### config.mk
export PLATFORM = sky130hd
export DESIGN_NAME = wash_ctrl
export DESIGN_NICKNAME = d
export VERILOG_FILES = /design/src/rtl/wash_pkg.sv /design/src/rtl/rise_detect.sv /design/src/rtl/wash_ctrl.sv
export SDC_FILE = /design/constraint.sdc
export NUM_CORES = 1
export LEC_CHECK = 0
export CAP_MARGIN = 20
export CORE_ASPECT_RATIO = 1.1
export CORE_UTILIZATION = 45
export CTS_CLUSTER_SIZE = 12
export DETAILED_ROUTE_END_ITERATION = 7
export GPL_TIMING_DRIVEN = 0
export PLACE_DENSITY_LB_ADDON = 0.1
export SLEW_MARGIN = 5
export SYNTH_ARGS = -nofsm -noshare
export SYNTH_HDL_FRONTEND = slang
export SYNTH_HIERARCHICAL = 1
export SYNTH_SLANG_ARGS = --single-unit
### constraint.sdc
create_clock -name clk -period 4.4 [get_ports clk]
set_input_delay 0.88 -clock clk [delete_from_list [all_inputs] [get_ports clk]]
set_output_delay 0.88 -clock clk [all_outputs]
set_load 0.03 [all_outputs]
### src/rtl/wash_pkg.sv
// wash_pkg: run-state and phase encodings plus the default prescaler length
// shared by the wash controller and its bench.
package wash_pkg;

    typedef enum logic [1:0] {
        ST_IDLE    = 2'b00,
        ST_RESERVE = 2'b01,
        ST_RUN     = 2'b10,
        ST_PAUSE   = 2'b11
    } run_t;

    typedef enum logic [2:0] {
        PH_NONE  = 3'd0,
        PH_SOAK  = 3'd1,
        PH_WASH  = 3'd2,
        PH_RINSE = 3'd3,
        PH_SPIN  = 3'd4
    } phase_t;

    localparam int DEFAULT_N = 100_000_000;

endpackage

### src/rtl/rise_detect.sv
// rise_detect: one-cycle pulse on a 0->1 transition of d; a level already high
// when reset releases must drop once before it can produce a pulse.
module rise_detect (
    input  logic clk,
    input  logic rst_n,
    input  logic d,
    output logic pulse
);

    logic prev;
    logic armed;

    always_ff @(posedge clk or negedge rst_n) begin
        if (!rst_n) begin
            prev  <= 1'b0;
            armed <= 1'b0;
        end else begin
            prev  <= d;
            armed <= armed | ~d;
        end
    end

    assign pulse = d & ~prev & armed;

endmodule

### src/rtl/wash_ctrl.sv
// wash_ctrl: washing-machine sequencer with reservation, pause/resume,
// soak/wash/rinse/spin phases timed in ticks, and a completion buzzer.
module wash_ctrl
    import wash_pkg::*;
#(
    parameter int N       = DEFAULT_N,
    parameter int T_SOAK  = 60,
    parameter int T_WASH  = 120,
    parameter int T_RINSE = 90,
    parameter int T_SPIN  = 60,
    parameter int T_BUZZ  = 5
) (
    input  logic       clk,
    input  logic       rst_n,
    input  logic       power_light,
    input  logic       start_pause,
    input  logic [6:0] rest_time,
    output logic [1:0] run_state,
    output logic [2:0] phase,
    output logic [7:0] phase_left,
    output logic       done,
    output logic       buzzer
);

    localparam int PW = (N > 1) ? $clog2(N) : 1;

    run_t          state_q, state_n;
    run_t          resume_q, resume_n;
    phase_t        phase_q, phase_n;
    logic [7:0]    left_q, left_n;
    logic          done_q, done_n;
    logic          buzz_q, buzz_n;
    logic [7:0]    bcnt_q, bcnt_n;
    logic [PW-1:0] presc_q, presc_n;
    logic          start_edge;
    logic          run_en;
    logic          tick;
    phase_t        nxt_phase;

    function automatic logic [7:0] dur(phase_t p);
        return p == PH_SOAK  ? 8'(T_SOAK)  :
               p == PH_WASH  ? 8'(T_WASH)  :
               p == PH_RINSE ? 8'(T_RINSE) :
               p == PH_SPIN  ? 8'(T_SPIN)  : 8'd0;
    endfunction

    rise_detect u_rise (
        .clk   (clk),
        .rst_n (rst_n),
        .d     (start_pause),
        .pulse (start_edge)
    );

    // A pause request in RUN freezes the prescaler in the same cycle, so a
    // coincident tick never happens.
    assign run_en    = (state_q == ST_RUN && !start_edge) || buzz_q;
    assign tick      = run_en && presc_q == PW'(N - 1);
    assign nxt_phase = phase_t'(phase_q + 3'd1);

    always_ff @(posedge clk or negedge rst_n) begin
        if (!rst_n) begin
            state_q  <= ST_IDLE;
            resume_q <= ST_RESERVE;
            phase_q  <= PH_NONE;
            left_q   <= '0;
            done_q   <= 1'b0;
            buzz_q   <= 1'b0;
            bcnt_q   <= '0;
            presc_q  <= '0;
        end else begin
            state_q  <= state_n;
            resume_q <= resume_n;
            phase_q  <= phase_n;
            left_q   <= left_n;
            done_q   <= done_n;
            buzz_q   <= buzz_n;
            bcnt_q   <= bcnt_n;
            presc_q  <= presc_n;
        end
    end

    always_comb begin
        state_n  = state_q;
        resume_n = resume_q;
        phase_n  = phase_q;
        left_n   = left_q;
        done_n   = done_q;
        buzz_n   = buzz_q;
        bcnt_n   = bcnt_q;
        presc_n  = run_en ? (tick ? '0 : presc_q + 1'b1) : presc_q;
        if (!power_light) begin
            state_n  = ST_IDLE;
            resume_n = ST_RESERVE;
            phase_n  = PH_NONE;
            left_n   = '0;
            done_n   = 1'b0;
            buzz_n   = 1'b0;
            bcnt_n   = '0;
            presc_n  = '0;
        end else begin
            if (buzz_q && tick) begin
                bcnt_n = bcnt_q - 8'd1;
                buzz_n = bcnt_q != 8'd1;
            end
            case (state_q)
                ST_IDLE: begin
                    if (start_edge) begin
                        done_n = 1'b0;
                        buzz_n = 1'b0;
                        bcnt_n = '0;
                        if (rest_time != '0) begin
                            state_n = ST_RESERVE;
                        end else begin
                            state_n = ST_RUN;
                            phase_n = PH_SOAK;
                            left_n  = 8'(T_SOAK);
                            presc_n = '0;
                        end
                    end
                end
                ST_RESERVE: begin
                    if (rest_time == '0) begin
                        state_n = ST_RUN;
                        phase_n = PH_SOAK;
                        left_n  = 8'(T_SOAK);
                        presc_n = '0;
                    end else if (start_edge) begin
                        state_n  = ST_PAUSE;
                        resume_n = ST_RESERVE;
                    end
                end
                ST_RUN: begin
                    if (start_edge) begin
                        state_n  = ST_PAUSE;
                        resume_n = ST_RUN;
                    end else if (tick) begin
                        if (left_q > 8'd1) begin
                            left_n = left_q - 8'd1;
                        end else if (phase_q == PH_SPIN) begin
                            state_n = ST_IDLE;
                            phase_n = PH_NONE;
                            left_n  = '0;
                            done_n  = 1'b1;
                            buzz_n  = 1'b1;
                            bcnt_n  = 8'(T_BUZZ);
                            presc_n = '0;
                        end else begin
                            phase_n = nxt_phase;
                            left_n  = dur(nxt_phase);
                            presc_n = '0;
                        end
                    end
                end
                default: begin
                    if (start_edge) state_n = resume_q;
                end
            endcase
        end
    end

    assign run_state  = state_q;
    assign phase      = phase_q;
    assign phase_left = left_q;
    assign done       = done_q;
    assign buzzer     = buzz_q;

endmodule

# ---- Word level (Yosys, flattened, before mapping)
# Index checks and enable logic that the tools add are counted.
dict set report op_classes {
  add_sub_neg 4
  magnitude_cmp 1
  eq_ne 27
  mux 71
  n_bitwise 5
  n_reduce_logical 13
}
# operator n
set ops {}
lappend ops {{two-way mux 27 bit} 9}
lappend ops {{two-way mux 8 bit} 14}
lappend ops {{one-hot mux 27 bit (3 select lines)} 1}
lappend ops {{two-way mux 2 bit} 14}
lappend ops {{two-way mux 7 bit} 4}
lappend ops {{adder 27 x 1 -> 27 bit, second input constant} 1}
lappend ops {{equality test 27 bit, second input constant} 1}
lappend ops {{!= test 3 bit, second input constant} 9}
lappend ops {{two-way mux 3 bit} 8}
lappend ops {{one-hot mux 8 bit (3 select lines)} 1}
lappend ops {{AND reduction 6 bit} 3}
lappend ops {{one-hot mux 8 bit (2 select lines)} 1}
lappend ops {{subtractor 8 x 1 -> 8 bit, second input constant} 2}
lappend ops {{two-way mux 1 bit} 13}
lappend ops {{!= test 4 bit, second input constant} 3}
lappend ops {{one-hot mux 3 bit (3 select lines)} 1}
lappend ops {{greater-than comparator 8 x 1 -> 1 bit, second input constant} 1}
lappend ops {{!= test 4 x 1 -> 1 bit, second input constant} 2}
lappend ops {{!= test 8 x 1 -> 1 bit, second input constant} 1}
lappend ops {{logical NOT 7 bit} 1}
lappend ops {{AND reduction 7 bit} 1}
lappend ops {{nonzero test 7 bit} 1}
lappend ops {{equality test 3 x 2 -> 1 bit, second input constant} 2}
lappend ops {{equality test 3 bit, second input constant} 2}
lappend ops {{19 further kinds} 25}
dict set report totals {
  ff_bits 54
  input_bits 11
  elab_cells 131
}

# ---- Longest topological paths before layout
dict set report depth {
  depth_word 15
  ltp_mapped 9
}

# ---- Hierarchy
# Netlist, hierarchy kept.
# module instances cells_each area_per_inst_um2
set by_module_without_submodules {}
lappend by_module_without_submodules {wash_ctrl 1 359 3345.7}
lappend by_module_without_submodules {rise_detect 1 4 65.1}

# ---- Worst setup path before layout
# Ideal clock, no wire load.
dict set report synth_path {
  path_kind {input -> register}
  startpoint {input port rest_time[2]}
  endpoint {register presc_q[25]}
  setup_time_ns 0.126
  arrival_ns 2.486
  required_time_ns 4.274
  slack_ns 1.788
  cell_stages 6
  n_path_buf 1
  cell_sequence {or4_1 -> o22a_1 -> or4_1 -> nand3_2 -> buf_4 -> a21oi_1}
}
dict set report synth_between {
  elab_chain_len 5
  word_cells_on_any_way 7
}
# item line
set synth_lines {}
lappend synth_lines {{start, declared} wash_ctrl.sv:17} ;# input logic [6:0] rest_time,
lappend synth_lines {{nonzero test 7 bit} wash_ctrl.sv:111} ;# if (rest_time != '0) begin
lappend synth_lines {{two-way mux 27 bit} wash_ctrl.sv:111}
lappend synth_lines {{two-way mux 27 bit} wash_ctrl.sv:107} ;# if (start_edge) begin
lappend synth_lines {{one-hot mux 27 bit (3 select lines) (*)} wash_ctrl.sv:105} ;# case (state_q)
lappend synth_lines {{two-way mux 27 bit (*)} wash_ctrl.sv:91} ;# if (!power_light) begin
lappend synth_lines {{net presc_n[25]} wash_ctrl.sv:34} ;# logic [PW-1:0] presc_q, presc_n;
lappend synth_lines {{end signal, assigned} wash_ctrl.sv:78} ;# presc_q <= presc_n;
lappend synth_lines {{end, declared} wash_ctrl.sv:34}
# The timed path passes the listed nets; every way through them passes the cells marked *.
# A chain may end at the register's enable or synchronous reset.

# ---- Worst setup path in the final report
dict set report layout_path {
  startpoint {input port start_pause}
  endpoint {register left_q[3] (netlist: phase_left[3])}
}
dict set report layout_between {
  elab_chain_len 8
  word_cells_on_any_way 10
}
# item line
set layout_lines {}
lappend layout_lines {{start, declared} wash_ctrl.sv:16} ;# input logic start_pause,
lappend layout_lines {{bitwise AND 1 bit (*) (2 in series)} rise_detect.sv:23} ;# assign pulse = d & ~prev & armed;
lappend layout_lines {{net start_edge} wash_ctrl.sv:35} ;# logic start_edge;
lappend layout_lines {{logical NOT 1 bit} wash_ctrl.sv:56} ;# assign run_en = (state_q == ST_RUN && !start_edge) || buzz_q;
lappend layout_lines {{logical AND 1 bit} wash_ctrl.sv:56}
lappend layout_lines {{logical OR 1 bit} wash_ctrl.sv:56}
lappend layout_lines {{logical AND 1 bit} wash_ctrl.sv:57} ;# assign tick = run_en && presc_q == PW'(N - 1);
lappend layout_lines {{!= test 3 bit (no source line)} -}
lappend layout_lines {{AND reduction 6 bit (no source line) (*)} -}
lappend layout_lines {{end signal, assigned} wash_ctrl.sv:74} ;# left_q <= left_n;
lappend layout_lines {{end, declared} wash_ctrl.sv:30} ;# logic [7:0] left_q, left_n;
# Marked as above.

==> results.yml <==
status:
  outcome: "finished, final reports clean"
floorplanning:
  fp.dieW_um: 85.0
  die_area_mm2: 0.00793
  ios: 26
  row_count: 32
  die_h_um: 93.3
  core-area_mm2: 0.00717
  start_util_pct: 47.6
yosys:
  postSynthAreaPerCell_um2: 9.40
  yosysMostFrequentCell: "dfrtp_1"
  syn_inst: 363
  synthFlopType: "dfrtp_1"
  synth_seq_cells: 54
  synth_edf_count: 0
  synth_cell_types: 69
  yosys-top-cells-count: "dfrtp_1 (53), nor2_1 (49), inv_1 (18), o21ai_0 (18), nand2_1 (17)"
  synth_top_area_cell: "dfrtp_1"
  ys_warn_count: 6
  synth_area_leaders: "dfrtp_1 (39%), nor2_1 (5.4%), ha_1 (5.1%)"
  async_flop_share_pct: 100
  synth_area_mm2: 0.00341
  syn_nets: 388
  synth-seq-area-share_pct: 39.7
  yosysTopAreaCellShare_pct: 38.9
setup_path:
  cp-start-kind: "input pin"
  worstSetupEndpointType: "register"
  critPathRequiredTime_ps: 4610
  path_class: "input pin to register"
  crit_fanout: 10
  critPathArrivalTime_ps: 3250
pwr:
  power.density_mw_per_mm2: 404
  pwr-share-comb_pct: 41.0
  clockPowerShare_pct: 22.1
  swShare_pct: 38.2
  cellLeakagePower_uw: 0.00159
  sequentialPowerShare_pct: 36.9
  p_switching_uw: 600
  peakVddDrop_v: 0.000189
  p_int_uw: 972
grt:
  grt_max_degree: 29
  grtUsageTotal_pct: 21.2
  antenna_found_initial: 0
  first_global_vias: 2775
  grt.overflow.total: 0
  grt_first_pass_wirelength_um: 13300
cts:
  clockBufferDepth: 2
  post-cts-setup-buffer-count: 0
  path_clk_slew_ps: 100
  cts_tree: "built"
  cts_root_buffer: "clkbuf_8"
  numCtsBuffers: 5
  h-tree-depth: 2
  cts_sinks: 54
  ctsResizeCount: 0
  insertion_delay_ps: 310
  ctsHoldBuffers: 0
sta:
  final_max_slew_viol_count: 0
  finalCritPeriodShare_pct: 69.1
  worst_slew_pin_slew_ps: 659
  period_needed_ps: 3040
  slew_headroom_pct: 56.0
  hold_violations: 0
  max_freq_mhz: 329
  setup_viol: 0
  rsz0062_at_grt: "no"
  finClkSkew_ps: 17.1
  setup_tns_ps: 0
drt:
  drc_errors: 0
  viasPerCell: 5.86
  dr.pass1.iters: 4
  drt_first_iter_violations: 79
  postRouteAntennaNets: 0
  wire_per_inst_um: 16.1
  num_vias: 2820
  wl_um: 7760
final_layout:
  design_area_mm2: 0.00389
  drive_gt1_share_pct: 10.9
  n_fill_cell: 698
  instances_no_fill: 481
  n_antenna_cell: 0
  area_delta_synth_final_pct: 14.0
  nets: 420
place:
  globalplace.congestion: 0.853
  dp.cells: 473
  place_area_mm2: 0.00377
  portBuffers: 24
  hpwl_um: 5810
min_path:
  hold_class: "register to register"
job:
  drv_cap: 0
[final timing paths]
check	slack, ps	endpoint	cells after the start	startpoint
setup / recovery	1360	phase_left[3]$_DFFE_PN0P_	8	start_pause
hold / removal	480	u_rise/armed$_DFF_PN0_	1	u_rise/armed$_DFF_PN0_
setup reg to reg	1850	presc_q[26]$_DFF_PN0_	7	run_state[0]$_DFFE_PN0P_
hold reg to reg	480	u_rise/armed$_DFF_PN0_	1	u_rise/armed$_DFF_PN0_
max in group asynchronous	3220	presc_q[11]$_DFF_PN0_	2	rst_n
min in group asynchronous	580	phase_left[2]$_DFFE_PN0P_	1	rst_n
[cells in the final DEF (no fill, tap or decap), types with 3 or more instances in the layout]
cell type | netlist | routed
nor2_1 | 49 | 49
o21a_1 | 3 | 3
nand4_1 | 15 | 15
nor4b_1 | 5 | 5
dfrtp_1 | 53 | 53
xor2_1 | 16 | 16
clkbuf_1 | 4 | 5
nor3_1 | 6 | 6
nand3_1 | 13 | 13
xnor2_1 | 9 | 9
o211ai_1 | 3 | 3
or3_1 | 11 | 11
a211oi_1 | 5 | 5
o31ai_1 | 7 | 7
or4_1 | 4 | 4
clkdlybuf4s50_1 | 0 | 23
and4_2 | 3 | 3
mux2_2 | 4 | 4
ha_1 | 14 | 14
a21oi_1 | 15 | 15
inv_1 | 18 | 18
clkbuf_8 | 1 | 7
and3_1 | 4 | 4
nor4_1 | 6 | 6
nand2_1 | 17 | 17
a31oi_1 | 3 | 3
nor3b_1 | 4 | 4
o21ai_0 | 18 | 18
o22ai_1 | 3 | 3
[flip-flops by register name, indices dropped and copies added, names as in the netlist]
name and count:
bcnt_q 8, buzzer 1, done 1, phase 3
phase_left 8, presc_q 27, resume_q 2, run_state 2
u_rise/armed 1, u_rise/prev 1
[per-stage QoR]
| stage | util, % | hold WS, ps | power, uW | setup WS (ps) |
|---|---|---|---|---|
| after global routing | 54.3 | 511 | 1670 | 1200 |
| final | 54.3 | 478 | 1570 | 1360 |
| after global placement | 52.4 | 443 | 1230 | 730 |
| after floorplan | - | 427 | 1040 | 1790 |
| after detailed placement | 52.6 | 454 | 1240 | 1010 |
| after CTS | 54.3 | 481 | 1590 | 1350 |
[logic make-up after synthesis]
family,count (synthesis),synth area share (%)
flops,54,39.7
buf+inv,29,4.18
xor+xnor,25,6.42
fa+ha+maj,14,5.14
simple gates,159,26.6
compound gates,77,16.4
mux,5,1.61
[per-layer routing]
layer | global-route usage [%] | vias to the layer above | share of wire [%]
li1 | - | 1395 | -
met1 | 26.5 | 1372 | 44
met2 | 37.4 | 41 | 51
met3 | 3.18 | 12 | 2.6
met4 | 6.78 | 0 | 2.0
met5 | 0 | - | 0
[worst max-delay path: stages]
cell and delay [ps]:
clkdlybuf4s50_1 500, and3b_1 190, clkbuf_1 310, and2b_2 310
a221oi_1 550, buf_6 220, o31ai_1 90, a22o_2 210
[final cells by class]
class	instances	area (um2)	share of cell area (%)
Clock inverter	1	30.0	0.772
Sequential cell	54	1350	34.8
Timing Repair Buffer	25	255	6.56
Multi-Input combinational cell	280	1920	49.3
Tap cell	85	106	2.73
Inverter	19	71.3	1.83
Buffer	10	71.3	1.83
Clock buffer	7	86.3	2.22
[power by group through the flow]
stage                     Sequential [uW]  Combinational [uW]  Clock [uW]
after floorplan                       646                 395           0
after global placement                589                 642           0
after detailed placement              591                 646           0
after CTS                             580                 650         360
after global routing                  588                 710         376
final                                 579                 644         348
(Power assumes the default switching activity.)
